`config.mk`:
```
export PLATFORM = sky130hd
export DESIGN_NAME = dco_trk_word_gen
export DESIGN_NICKNAME = d
export VERILOG_FILES = /design/src/rtl/dco_pkg.sv /design/src/rtl/sd1_dither.sv /design/src/rtl/dco_trk_word_gen.sv
export SDC_FILE = /design/constraint.sdc
export NUM_CORES = 1
export LEC_CHECK = 0
export BUFFER_PORTS_ARGS = -buffer_cell sky130_fd_sc_hd__buf_2
export CAP_MARGIN = 20
export CORE_MARGIN = 2
export CORE_UTILIZATION = 59
export DETAILED_ROUTE_END_ITERATION = 10
export PLACE_DENSITY = 0.87
export SYNTH_ARGS = -nofsm -noshare
export SYNTH_HDL_FRONTEND = slang
export SYNTH_SLANG_ARGS = --single-unit
```
`constraint.sdc`:
```
create_clock -name clk -period 5.7 [get_ports clk]
set_input_delay 0.285 -clock clk [delete_from_list [all_inputs] [get_ports clk]]
set_output_delay 0.285 -clock clk [all_outputs]
set_load 0.005 [all_outputs]
```
`src/rtl/dco_pkg.sv`:
```
// Shared definitions for the DCO tracking-bank path: coder range, centre word
// and the word generator's state encoding.
package dco_pkg;

    localparam int TRK_MAX    = 25;
    localparam int TRK_MID    = 12;
    localparam int TRK_WORD_W = 5;

    typedef enum logic [1:0] {
        IDLE,
        SETTLE,
        TRACK
    } trk_state_t;

endpackage

```
`src/rtl/sd1_dither.sv`:
```
// First-order sigma-delta on the fractional tuning bits.
// carry is 1 on the cycles where the accumulator wraps.
module sd1_dither #(
    parameter int FRAC_W = 6
) (
    input  logic              clk,
    input  logic              rst,
    input  logic              en,
    input  logic              clr,
    input  logic [FRAC_W-1:0] frac,
    output logic              carry
);

    logic [FRAC_W-1:0] acc;
    logic [FRAC_W:0]   sum;

    assign sum   = {1'b0, acc} + {1'b0, frac};
    assign carry = sum[FRAC_W];

    // NOTE: sequential state uses non-blocking assignments so every register
    // samples the pre-edge values of its neighbours.
    always_ff @(posedge clk or posedge rst) begin
        if (rst) begin
            acc <= '0;
        end else if (clr) begin
            acc <= '0;
        end else if (en) begin
            acc <= sum[FRAC_W-1:0];
        end
    end

endmodule

```
`src/rtl/dco_trk_word_gen.sv`:
```
// Tracking-bank word generator: settles at MID after enable, then tracks
// MID + otw with fractional dither and clipping to the coder range.
module dco_trk_word_gen
    import dco_pkg::*;
#(
    parameter int MAX        = TRK_MAX,
    parameter int MID        = TRK_MID,
    parameter int INT_W      = 6,
    parameter int FRAC_W     = 6,
    parameter int SETTLE_CYC = 4
) (
    input  logic                    clk,
    input  logic                    rst,
    input  logic                    en,
    input  logic                    otw_valid,
    input  logic [INT_W+FRAC_W-1:0] otw,
    output logic [TRK_WORD_W-1:0]   word,
    output logic                    word_en,
    output logic                    sat_hi,
    output logic                    sat_lo,
    output logic                    busy
);

    localparam int RAW_W = INT_W + 2;
    localparam int CNT_W = (SETTLE_CYC > 1) ? $clog2(SETTLE_CYC) : 1;

    trk_state_t              state;
    trk_state_t              state_nxt;
    logic [CNT_W-1:0]        cnt;
    logic [INT_W+FRAC_W-1:0] otw_q;
    logic [INT_W-1:0]        int_q;
    logic [FRAC_W-1:0]       frac_q;
    logic                    carry;
    logic                    upd;
    logic                    clip_hi;
    logic                    clip_lo;
    logic [RAW_W-1:0]        raw;

    assign int_q   = otw_q[INT_W+FRAC_W-1:FRAC_W];
    assign frac_q  = otw_q[FRAC_W-1:0];
    assign upd     = (state == TRACK) && en;
    assign word_en = (state == TRACK);
    assign busy    = (state == SETTLE);

    // Two's-complement sum; the MSB is the sign, so negative raw means clip low.
    assign raw     = {{(RAW_W-INT_W){int_q[INT_W-1]}}, int_q}
                   + RAW_W'(MID) + RAW_W'(carry);
    assign clip_lo = raw[RAW_W-1];
    assign clip_hi = !raw[RAW_W-1] && (raw > RAW_W'(MAX));

    sd1_dither #(
        .FRAC_W (FRAC_W)
    ) u_dither (
        .clk   (clk),
        .rst   (rst),
        .en    (upd),
        .clr   (!upd || clip_hi || clip_lo),
        .frac  (frac_q),
        .carry (carry)
    );

    // NOTE: every output of an always_comb gets a default first, so no path
    // through the case leaves it unassigned and infers a latch.
    always_comb begin
        state_nxt = state;
        unique case (state)
            IDLE:    if (en) state_nxt = SETTLE;
            SETTLE:  if (!en) state_nxt = IDLE;
                     else if (cnt == CNT_W'(SETTLE_CYC - 1)) state_nxt = TRACK;
            TRACK:   if (!en) state_nxt = IDLE;
            default: state_nxt = IDLE;
        endcase
    end

    always_ff @(posedge clk or posedge rst) begin
        if (rst) state <= IDLE;
        else     state <= state_nxt;
    end

    // Flags default low each cycle and are only raised by a TRACK update.
    always_ff @(posedge clk or posedge rst) begin
        if (rst) begin
            word   <= TRK_WORD_W'(MID);
            sat_hi <= 1'b0;
            sat_lo <= 1'b0;
            cnt    <= '0;
            otw_q  <= '0;
        end else begin
            sat_hi <= 1'b0;
            sat_lo <= 1'b0;
            if (otw_valid) otw_q <= otw;
            unique case (state)
                IDLE: begin
                    cnt <= '0;
                    if (en) word <= TRK_WORD_W'(MID);
                end
                SETTLE: begin
                    cnt  <= cnt + CNT_W'(1);
                    word <= TRK_WORD_W'(MID);
                end
                TRACK: begin
                    if (en) begin
                        sat_hi <= clip_hi;
                        sat_lo <= clip_lo;
                        if (clip_hi)      word <= TRK_WORD_W'(MAX);
                        else if (clip_lo) word <= '0;
                        else              word <= raw[TRK_WORD_W-1:0];
                    end
                end
                default: cnt <= '0;
            endcase
        end
    end

endmodule
```
Word-level counts from Yosys, hierarchy flattened
Cells that the tools add are included.
{"block": "totals", "ff_bits": 29, "latch_bits": 0, "mem_bits_rw": 0, "mem_bits_ro": 0, "inputBits": 16, "output_inout_bits": 9, "elab_cells": 47, "mem_count": 0}
{"block": "classes", "addsub": 4, "n_mul": 0, "div_mod_pow": 0, "n_lt_le_gt_ge": 1, "eq_ne": 7, "shift": 0, "n_mux": 17, "bitwise": 0, "reduce_logical": 11}
{"op": "5-bit 2-to-1 mux", "count": 4}
{"op": "5-bit case mux with 3 select lines", "count": 1}
{"op": "6-bit 2-to-1 mux", "count": 2}
{"op": "7-bit by 2-bit adder with 8-bit output", "count": 1}
{"op": "8-bit by 5-bit greater-than comparator with 1-bit output (second input constant)", "count": 1}
{"op": "2-bit 2-to-1 mux", "count": 4}
{"op": "6-bit by 5-bit adder with 7-bit output (second input constant)", "count": 1}
{"op": "6-bit by 6-bit adder with 7-bit output", "count": 1}
{"op": "2-bit inequality test (second input constant)", "count": 3}
{"op": "2-bit case mux with 3 select lines", "count": 1}
{"op": "3-bit AND reduction", "count": 2}
{"op": "2-bit equality test (second input constant)", "count": 2}
{"op": "1-bit 2-to-1 mux", "count": 4}
{"op": "2-bit case mux with 2 select lines", "count": 1}
{"op": "3-bit by 2-bit inequality test with 1-bit output (second input constant)", "count": 1}
{"op": "3-bit nonzero test", "count": 1}
{"op": "2-bit by 1-bit adder with 2-bit output (second input constant)", "count": 1}
{"op": "2-bit by 1-bit equality test with 1-bit output (second input constant)", "count": 1}
{"op": "1-bit logical AND", "count": 2}
{"op": "1-bit logical NOT", "count": 2}
{"op": "2-bit logical NOT", "count": 1}
{"op": "1-bit logical OR", "count": 2}
{"op": "2-bit nonzero test", "count": 1}

Depth between registers and ports, before layout
Gate-level depths: netlist of run 1.
{"block": "depth", "depth_word": 7, "depth_mapped": 14, "ltp_nobuf": 14}

By module
Synthesis of run 1 repeated with hierarchy kept, for this count alone.
{"block": "unflattened", "cells_unflattened": 145, "hier_area_um2": 1649.1}
{"mod": "dco_trk_word_gen", "instances": 1, "cells_each": 99, "area_each_um2": 1172.4, "seq_area_each_um2": 578.1}
{"mod": "sd1_dither", "instances": 1, "cells_each": 46, "area_each_um2": 476.7, "seq_area_each_um2": 150.1}

Worst setup path before layout of run 1
No wires, ideal clock.
{"block": "synth_timing", "path_type": "reg2reg", "start": "reg otw_q[0]", "end": "reg u_dither.acc[4]", "setup_time_ps": 80, "t_arrival_ps": 3028, "required_ps": 5620, "setup_slack_ps": 2593, "path_stages_with_launch": 15, "n_path_buf": 0, "synth_period_minus_slack_ps": 3107, "cell_sequence": "dfrtp_1 -> ha_1 -> fa_1 -> a21o_1 -> a21oi_1 -> nor2b_1 -> o21ai_0 -> nand2b_1 -> ha_1 -> ha_1 -> or3b_1 -> a22oi_2 -> o21ai_2 -> a21oi_4 -> nor3b_2"}
{"block": "synth_via", "elab_chain_len": 7, "word_cells_on_any_way": 10, "classes_between": "add/sub (2); order compare (1); mux (2); reduce/logical (5)"}
{"item": "from (decl)", "line": "dco_trk_word_gen.sv:30", "rtl": "logic [INT_W+FRAC_W-1:0] otw_q;"}
{"item": "from (signal assigned)", "line": "dco_trk_word_gen.sv:91", "rtl": "if (otw_valid) otw_q <= otw;"}
{"item": "6-bit by 6-bit adder with 7-bit output (*)", "line": "sd1_dither.sv:17", "rtl": "assign sum = {1'b0, acc} + {1'b0, frac};"}
{"item": "7-bit by 2-bit adder with 8-bit output", "line": "dco_trk_word_gen.sv:47", "rtl": "+ RAW_W'(MID) + RAW_W'(carry);"}
{"item": "8-bit by 5-bit greater-than comparator with 1-bit output / 1-bit logical NOT (equally long branches)", "line": "dco_trk_word_gen.sv:49", "rtl": "assign clip_hi = !raw[RAW_W-1] && (raw > RAW_W'(MAX));"}
{"item": "1-bit logical AND", "line": "dco_trk_word_gen.sv:49"}
{"item": "1-bit logical OR (2 in a row)", "line": "dco_trk_word_gen.sv:57", "rtl": ".clr (!upd || clip_hi || clip_lo),"}
{"item": "6-bit 2-to-1 mux / 2-bit nonzero test (equally long branches)"}
{"item": "to (signal assigned)", "line": "sd1_dither.sv:28", "rtl": "acc <= sum[FRAC_W-1:0];"}
{"item": "to (decl)", "line": "sd1_dither.sv:14", "rtl": "logic [FRAC_W-1:0] acc;"}
Mark *: on every way between the ends. The rest lies on a longest branch, timed or not. The select of a mux whose other input is x is not followed.
A chain may end at the register's enable or synchronous reset.

Worst setup path after layout of run 1
Ends and elaborated chain as after synthesis.

==> reports/results.ini, run 1 <==
[setup_path]
cp_max_fo=8
crit_start=otw_q[0]$_DFFE_PP0P_
reg2reg_depth=14
worstReg2RegStart=otw_q[0]$_DFFE_PP0P_
critPathKind=reg -> reg
rr_endpoint=u_dither.acc[4]$_DFFE_PP0P_
cp.arrival_ns=3.72
slowest_stage=fa_1
required_ns=5.96
slowest_delay_ns=0.42
cp-start-kind=flip-flop
rrSetupSlack_ns=2.24
worstPathCellList=ha_1, fa_1, a21o_1, a21oi_1, nor2b_1, o21ai_0, nand2b_1, ha_1, ha_1, or3b_1, a22oi_2, o21ai_2, a21oi_4, nor3b_2
worstSetupEndpointType=flip-flop
crit_top_cell=ha_1

[logic_synthesis]
synth_top_family_by_area=compound AO/OA/AOI/OAI gates
synth_top_area_share_pct=44.4
yosys.area.top_type=dfrtp_1
synth_compound_area_share_pct=16.0
netlist_area_um2=1520
ys_seq_area_share_pct=47.8
synth_xor_area_share_pct=1.73
post-synth-top-count-cell=dfrtp_1
synth-edff-count=0
synth-adder-area-share_pct=8.71
synth_cell_type_count=40
yosys_register_bits=29
yosys_most_used_dff=dfrtp_1
synth-simple-area-share_pct=12.7
synthTopCellsByArea=dfrtp_1 44%, mux2_2 8.9%, ha_1 7.4%
async_reset_ff_share_pct=100
syn_inst=131
muxShareOfSynthArea_pct=9.53
yosysWarningCount=0
synth_common_cells=27 x dfrtp_1, 12 x mux2_2, 10 x nand2_1
avgSynthCellArea_um2=11.6
synth_fp_nets=157

[global_route]
overflow=0
grt_pass1_vias=1083
met1_usage_pct=27.0
met3_usage_pct=5.74
grt_pass1_wl_um=4750
met2_usage_pct=37.9
top_usage_layer=met2
grt_max_degree=30
antenna_found_initial=0
grt_usage_pct=23.4

[clock_tree]
cts_tree=yes
cts.path.max_buffers=2
ctsHoldBuffers=0
cts_root_buf=clkbuf_4
cts_buffers=5
clkLatencyLatePin_ns=0.33
cts_sinks=29
cts_setup_buffers=0
ctsResizeCount=0
cts_max_level=2
cts.clk_slew.worst_paths_ns=0.09

[floorplanning]
die_w_um=54.8
die_area_um2=3000
dieHeight_um=54.8
start_util_pct=62.0
core-area_um2=2450
num_rows=18
design.portCount=25

[final_layout]
fillers=175
diodes=0
area_delta_synth_final_pct=14.0
multi_input_comb_area_um2=741
final_nets=185
final_cell_area_um2=1740
regArea_um2=728
layout-drive-gt1-share_pct=36.3

[timing]
fin_crit_ns=3.46
final.setup_skew_ns=0.00683
fmax_mhz=289
hold_violations=10
drv_slew=0
final-setup-viol-count=0
rsz0062_at_grt=false
hold_slack_ns=-0.0266
setup-tns-final_ns=0
tightest_slew_ns=0.519
slew_headroom_pct=65.4
post-route-period-util_pct=60.8

[route]
post_drt_wl_per_cell_um=15.2
routed_via_density=5.82
ant_nets=0
drtIter0Drc=16
wl_um=2880
firstDrtPassIters=4
vias=1105
drc=0

[place]
dp_hpwl_um=2090
gp_congestion=0.870
place.port_buffers=24
postPlaceCellArea_um2=1650

[power_and_ir_drop]
cellPowerDensity_nw_per_um2=244
total_power_w=0.000424
cellLeakagePower_nw=0.890
irDropWorstVdd_uv=229

[run_status]
outcome=complete, but fails checks
violations=hold timing

[run]
drv_cap=0

[worst_hold_path]
hold_class=in -> async

==> cell families after synthesis <==
| group | after synthesis |
|---|---|
| and+or+nand+nor | 34 |
| AOI/OAI and AO/OA | 32 |
| DFF | 29 |
| muxes | 13 |
| buffers and inverters | 10 |
| adders and majority gates | 10 |
| xor gates and xnor gates | 3 |
==> worst max-delay path by stage <==
stage	end	depth (start not counted)
6_report	u_dither.acc[4]$_DFFE_PP0P_	14
5_1_grt	u_dither.acc[4]$_DFFE_PP0P_	14
4_1_cts	u_dither.acc[4]$_DFFE_PP0P_	14
3_5_place_dp	u_dither.acc[4]$_DFFE_PP0P_	14
3_3_place_gp	u_dither.acc[5]$_DFFE_PP0P_	14
2_1_floorplan	u_dither.acc[4]$_DFFE_PP0P_	14
==> state kept, by name, summed over array words and instances (netlist names) <==
name	flops
sat_hi	1
u_dither.acc	6
cnt	2
state	2
otw_q	12
word	5
sat_lo	1
==> metrics by stage <==
step | utilization [%] | worst slack [ns] | instances
finish | 70.7 | 2.24 | 190
global route | 70.7 | 2.02 | 190
CTS | 69.6 | 2.27 | 189
detailed placement | 67.2 | 2.26 | 181
global placement | 67.2 | 2.44 | 181
floorplan | - | 2.59 | 131
==> layer usage <==
| layer | up-vias | routed length [µm] |
|---|---|---|
| li1 | 525 | - |
| met1 | 539 | 1160 |
| met2 | 32 | 1490 |
| met3 | 9 | 155 |
| met4 | 0 | 76 |
| met5 | - | 0 |
==> where the power goes <==
part	internal, W	total [W]	leakage [nW]	switching [W]
Clock	0.0000607	0.000128	0.0326	0.0000677
Sequential	0.000218	0.000232	0.367	0.0000141
Combinational	0.0000319	0.0000634	0.491	0.0000314
==> worst max-delay path: cells and delay by family, from the launching register on <==
family,cells,cell delay (ns)
and+or+nand+nor,4,0.78
DFF,1,0.39
AOI/OAI and AO/OA,6,1.04
adders and majority gates,4,1.18
==> cell type report <==
class	instances	area share [%]
multi-input cells	92	42.7
flip-flops and latches	29	42.0
repair buffers	25	8.51
clock buffers	8	3.39
well taps	30	2.16
inverters	6	1.30
==> cells in the final DEF (no fill, tap or decap), types with 2 or more instances in the layout <==
| cell type | instances |
|---|---|
| a21o_1 | 3 |
| nor2b_1 | 4 |
| nand2_1 | 10 |
| and3b_1 | 2 |
| a22o_1 | 2 |
| a21oi_1 | 6 |
| a221oi_1 | 2 |
| dfstp_2 | 2 |
| buf_2 | 24 |
| o21ai_0 | 6 |
| clkbuf_4 | 5 |
| xor2_1 | 2 |
| ha_1 | 9 |
| nor2_1 | 6 |
| dfrtp_1 | 27 |
| nor3_1 | 2 |
| mux2_2 | 12 |
| clkbuf_1 | 2 |
| o21ai_2 | 2 |
| inv_1 | 6 |
| and2_2 | 3 |
| nand2b_1 | 2 |
| nor3b_2 | 2 |
No activity file was read; power rests on OpenSTA's default activity.
==> inputs of run 2 (changes only) <==
- CORE_ASPECT_RATIO: unset -> 2
- CORE_UTILIZATION: 59 -> 50
- PLACE_DENSITY: 0.87 -> 0.79
- clock period: 5.7 -> 2.8 ns (I/O delays scaled with it)
==> reports/results.ini, run 2 (synthesized netlist as in run 1, its figures left out) <==
[global_route]
grt_pass1_wl_um=5530  ; +16%
grt_max_degree=30  ; unchanged
grt_usage_pct=21.7  ; -1.7 points
grt_pass1_vias=1250  ; +15%
antenna_found_initial=0  ; unchanged
overflow=0  ; unchanged

[final_layout]
layout-drive-gt1-share_pct=46.8  ; +11 points
top_register=otw_q
final_cells=203  ; +6.8%
final_cell_area_um2=1920  ; +11%
final_cell_mix=27 x dfrtp_1, 24 x buf_2, 12 x mux2_2
area_delta_synth_final_pct=26.4
diodes=0  ; unchanged
final_nets=198  ; +7.0%
largest_reg_flops=12  ; unchanged
reg_top3=otw_q: 12 flops, u_dither.acc: 6 flops, word: 5 flops
fin_util_pct=65.4  ; -5.3 points
fillers=241  ; +38%
layout_commonest_cell=dfrtp_1

[clock_tree]
cts_root_buf=clkbuf_8
clkLatencyLatePin_ns=0.28  ; -0.05 ns
cts_sinks=29  ; unchanged
cts_tree=yes
cts.clk_slew.worst_paths_ns=0.06  ; -0.03 ns
cts_buffers=5  ; unchanged
cts_max_level=2  ; unchanged
cts.path.max_buffers=2  ; unchanged

[run]
drv_cap=0  ; unchanged

[setup_path]
slowest_stage=dfrtp_1
cpLargestDelayFamily=compound AO/OA/AOI/OAI gates
worstReg2RegStart=otw_q[0]$_DFFE_PP0P_
endpoint=u_dither.acc[4]$_DFFE_PP0P_
crit_start=otw_q[0]$_DFFE_PP0P_
cp.arrival_ns=3.24  ; -0.48 ns
critPathKind=reg -> reg
cp-start-kind=flip-flop
worstSetupEndpointType=flip-flop
reg2reg_depth=14  ; unchanged
path_buf_inv=1  ; +1
required_ns=3.00  ; -2.96 ns
cp_max_fo=8  ; unchanged
cp_num_cells=14  ; unchanged
slowest_delay_ns=0.38  ; -0.04 ns
worstPathCellList=ha_2, fa_2, a21o_1, a21oi_2, nor2b_1, o21ai_1, nand2b_1, ha_2, buf_4, a211o_4, nor3b_2, o21ai_2, a21oi_4, nor3b_2
rrSetupSlack_ns=-0.24  ; -2.47 ns
rr_endpoint=u_dither.acc[4]$_DFFE_PP0P_

[run_status]
outcome=complete, but fails checks
violations=setup timing

[floorplanning]
design.portCount=25  ; unchanged
dieHeight_um=82.0  ; +50%
die_w_um=43.0  ; -21%
core-area_um2=2940  ; +20%
die_area_um2=3530  ; +18%
start_util_pct=51.7  ; -10 points
num_rows=28  ; +10

[route]
wl_um=3280  ; +14%
firstDrtPassIters=4  ; unchanged
drc=0  ; unchanged
drtIter0Drc=19  ; +3
vias=1180  ; +6.8%
post_drt_wl_per_cell_um=16.2  ; +6.6%
ant_nets=0  ; unchanged
routed_via_density=5.81  ; about the same

[place]
place_inst=190  ; +5.0%
postPlaceCellArea_um2=1740  ; +5.5%
dp_worst_setup_slack_ns=-0.253  ; -2.52 ns
place.port_buffers=24  ; unchanged
gp_congestion=0.828  ; -4.8%
dp_hpwl_um=2380  ; +14%

[power_and_ir_drop]
irDropWorstVdd_uv=400  ; +75%
cellLeakagePower_nw=0.971  ; +9.1%
cellPowerDensity_nw_per_um2=528  ; +120%

[timing]
fmax_mhz=329  ; +14%
final.setup_skew_ns=0.00589  ; -0.000940 ns
final-setup-viol-count=12  ; +12
post-route-period-util_pct=109  ; +48 points
worst_slack_ns=-0.238  ; -2.47 ns
drv_slew=0  ; unchanged
hold_violations=0  ; -10
fin_crit_ns=3.04  ; -0.426 ns
slew_headroom_pct=67.2  ; +1.9 points
rsz0062_at_grt=true
tightest_slew_ns=0.491  ; -0.0278 ns
hold_slack_ns=0.0744  ; +0.101 ns

[worst_hold_path]
hold_class=in -> reg
min_from=otw[10]

run 2: changes by cell type in the layout (fill, tap and decap cells not counted), sizes merged:
cell	before	now
clkbuf	8	7
clkinv	0	1
buf	25	37
dlygate4sd3	0	1
run 2: how the worst min path moves through the flow:
stage / endpoint / cells after the start
after floorplan: cnt[0]$_DFFE_PP0N_ / 1
after global placement: otw_q[10]$_DFFE_PP0P_ / 3
after detailed placement: otw_q[10]$_DFFE_PP0P_ / 3
after CTS: otw_q[10]$_DFFE_PP0P_ / 3
after global routing: otw_q[6]$_DFFE_PP0P_ / 2
final: otw_q[10]$_DFFE_PP0P_ / 3
run 2: where the power goes:
part / total (W) / switching (W) / internal, W
logic: 0.000160 / 0.0000754 / 0.0000845
clock network: 0.000381 / 0.000159 / 0.000222
registers: 0.000475 / 0.0000302 / 0.000445
total: 0.00102 / 0.000265 / 0.000751
run 2: layer usage:
metal  share of wire (%)  global-route usage [%]  wire, µm
met5                   0                       0         0
met2                  60                    42.4      1970
met3                 3.1                    4.40       102
met4                 3.7                    13.3       120
met1                  33                    19.2      1090
run 2: layout make-up:
cell class | instances | area, µm² | share of cell area, %
multi-input cells | 92 | 783 | 40.7
inverters | 6 | 22.5 | 1.17
clock buffers | 7 | 96.3 | 5.01
well taps | 30 | 37.5 | 1.95
flip-flops and latches | 29 | 728 | 37.8
clock inverters | 1 | 5.00 | 0.260
repair buffers | 38 | 251 | 13.1
run 2: metrics by stage:
step           setup TNS, ns  power, W
2_1_floorplan         -0.391  0.000574
3_3_place_gp           -1.32  0.000612
3_5_place_dp           -2.02  0.000622
4_1_cts                -1.87   0.00101
5_1_grt                -4.15   0.00106
6_report               -1.97   0.00102
run 2: worst reg2reg max path: stages (launching register included):
cell      delay [ns]
dfrtp_1         0.38
ha_2            0.20
fa_2            0.34
a21o_1          0.17
a21oi_2         0.12
nor2b_1         0.07
o21ai_1         0.11
nand2b_1        0.07
ha_2            0.19
buf_4           0.15
a211o_4         0.35
nor3b_2         0.20
o21ai_2         0.14
a21oi_4         0.26
nor3b_2         0.20
run 2: repair_timing:
item	4_1_cts	5_1_grt
pin swaps	6	1
endpoints found under the hold margin	0	8
resized for setup	4	2
hold buffers	0	1
setup endpoints to repair	11	13
buffers inserted	2	1
gates cloned	0	0
==> inputs of run 3 (changes only) <==
- BUFFER_PORTS_ARGS: -buffer_cell sky130_fd_sc_hd__buf_2 -> unset
- CORE_UTILIZATION: 50 -> 55
- DONT_BUFFER_PORTS: unset -> 1
- PLACE_DENSITY: 0.79 -> 0.77
==> reports/results.ini, run 3 (synthesized netlist as in run 1, its figures left out) <==
[run_status]
outcome=complete, but fails checks
violations=setup timing

[floorplanning]
die_w_um=41.2  ; -4.2%
dieHeight_um=78.4  ; -4.4%
num_rows=27  ; -3.6%
start_util_pct=56.3  ; +4.6 points
design.portCount=25  ; unchanged
die_area_um2=3230  ; -8.5%
core-area_um2=2700  ; -8.2%

[global_route]
grt_pass1_wl_um=4850  ; -12%
met3_usage_pct=5.37  ; +0.97 points
grt_max_degree=30  ; unchanged
grt_usage_pct=22.4  ; +0.71 points
grt_pass1_vias=1132  ; -9.4%
overflow=0  ; unchanged
top_usage_layer=met2
met2_usage_pct=38.1  ; -4.3 points
antenna_found_initial=0  ; unchanged
met1_usage_pct=22.9  ; +3.8 points

[run]
drv_cap=0  ; unchanged

[final_layout]
layout_commonest_cell=dfrtp_1
largest_reg_flops=12  ; unchanged
final_cell_area_um2=1850  ; -3.8%
layout-drive-gt1-share_pct=37.3  ; -9.6 points
fillers=207  ; -14%
diodes=0  ; unchanged
final_cells=182  ; -10%
top_register=otw_q
final_nets=178  ; -10%
final_cell_mix=27 x dfrtp_1, 13 x buf_4, 12 x mux2_2
reg_top3=otw_q: 12 flops, u_dither.acc: 6 flops, word: 5 flops
area_delta_synth_final_pct=21.5

[timing]
fmax_mhz=329  ; -0.12%
final.setup_skew_ns=0.00319  ; -0.00270 ns
rsz0062_at_grt=true
final-setup-viol-count=11  ; -1
setup-tns-final_ns=-2.06  ; -0.0973 ns
fin_crit_ns=3.04  ; +0.00361 ns
post-route-period-util_pct=109  ; +0.13 points
worst_slack_ns=-0.242  ; -0.00361 ns
hold_violations=0  ; unchanged
slew_headroom_pct=65.0  ; -2.2 points
drv_slew=0  ; unchanged
tightest_slew_ns=0.524  ; +0.0325 ns
hold_slack_ns=0.0101  ; -0.0643 ns

[route]
vias=1071  ; -9.2%
drc=0  ; unchanged
post_drt_wl_per_cell_um=16.6  ; +2.5%
routed_via_density=5.88  ; +1.2%
firstDrtPassIters=4  ; unchanged
drtIter0Drc=20  ; +1
ant_nets=0  ; unchanged
wl_um=3020  ; -8.1%

[clock_tree]
clkLatencyLatePin_ns=0.28  ; about the same
cts.clk_slew.worst_paths_ns=0.06  ; about the same
cts_tree=yes
cts_max_level=2  ; unchanged
cts_buffers=5  ; unchanged
cts.path.max_buffers=2  ; unchanged
cts_sinks=29  ; unchanged
cts_root_buf=clkbuf_8

[power_and_ir_drop]
cellPowerDensity_nw_per_um2=522  ; -1.1%
cellLeakagePower_nw=0.888  ; -8.5%
irDropWorstVdd_uv=426  ; +6.5%

[setup_path]
cp-start-kind=flip-flop
worstSetupEndpointType=flip-flop
required_ns=3.00  ; about the same
cp_max_fo=8  ; unchanged
cp.arrival_ns=3.24  ; about the same
critPathKind=reg -> reg

[place]
dp_worst_setup_slack_ns=-0.268  ; -0.0143 ns
place.port_buffers=0  ; -100%
dp_hpwl_um=2190  ; -7.7%
gp_congestion=0.749  ; -9.6%
postPlaceCellArea_um2=1610  ; -7.4%
place_inst=164  ; -14%

[worst_hold_path]
hold_class=in -> reg

==> run 3: changes by cell type in the layout (fill, tap and decap cells not counted), moves of 2 or more <==
cell           before  now
buf_2              24    0
buf_4              11   13
clkbuf_1            0    2
dlygate4sd3_1       1    4
==> run 3: final timing paths <==
kind / endpoint / slack, ns / cells past startpoint / from
setup / recovery: u_dither.acc[4]$_DFFE_PP0P_ / -0.24 / 14 / u_dither.acc[0]$_DFFE_PP0P_
hold / removal: otw_q[8]$_DFFE_PP0P_ / 0.01 / 1 / otw[8]
setup reg to reg: u_dither.acc[4]$_DFFE_PP0P_ / -0.24 / 14 / u_dither.acc[0]$_DFFE_PP0P_
hold reg to reg: word[2]$_DFFE_PP1P_ / 0.50 / 2 / word[2]$_DFFE_PP1P_
max in group asynchronous: otw_q[5]$_DFFE_PP0P_ / 2.13 / 3 / rst
min in group asynchronous: word[1]$_DFFE_PP0P_ / 0.25 / 2 / rst
==> run 3: timing repair <==
action / CTS / global route
hold buffers: 3 / 1
buffers inserted: 4 / 1
endpoints found under the setup margin: 12 / 12
pin swaps: 10 / 6
gates resized for setup: 6 / 4
hold endpoints to repair: 2 / 5
==> run 3: area by class of cell <==
cell class / count / area, µm² / area share [%]
multi-input combinational: 92 / 808 / 43.7
sequential: 29 / 728 / 39.4
timing repair buffer: 18 / 165 / 8.92
clock buffer: 8 / 90.1 / 4.87
tap: 29 / 36.3 / 1.96
inverter: 6 / 22.5 / 1.22
==> run 3: layer usage <==
layer  routed length, µm  vias to the layer above  part of all wire (%)
li1                    -                      503                     -
met1                1060                      535                    35
met2                1770                       27                    59
met3                 117                        6                   3.9
met4                  71                        0                   2.4
met5                   0                        -                     0
==> run 3: worst max-delay path, stage by stage (launching register included) <==
cell and delay, ns:
dfrtp_1 0.37, ha_2 0.20, fa_2 0.34, a21o_1 0.17
a21oi_2 0.12, nor2b_1 0.07, o21ai_1 0.12, nand2b_1 0.07
ha_2 0.19, buf_4 0.15, a211o_4 0.35, nor3b_4 0.23
o21ai_4 0.09, a21oi_4 0.26, nor3b_2 0.21
==> run 3: stage by stage <==
stage | power (W) | util [%]
after floorplan | 0.000574 | -
after global placement | 0.000592 | 59.6
after detailed placement | 0.000600 | 59.6
after CTS | 0.000963 | 65.9
after global routing | 0.00102 | 68.5
final | 0.000966 | 68.5
==> run 3: where the power goes <==
group / internal, W / switching [W]
registers: 0.000445 / 0.0000306
clock network: 0.000200 / 0.000145
logic: 0.0000792 / 0.0000660
total: 0.000724 / 0.000242
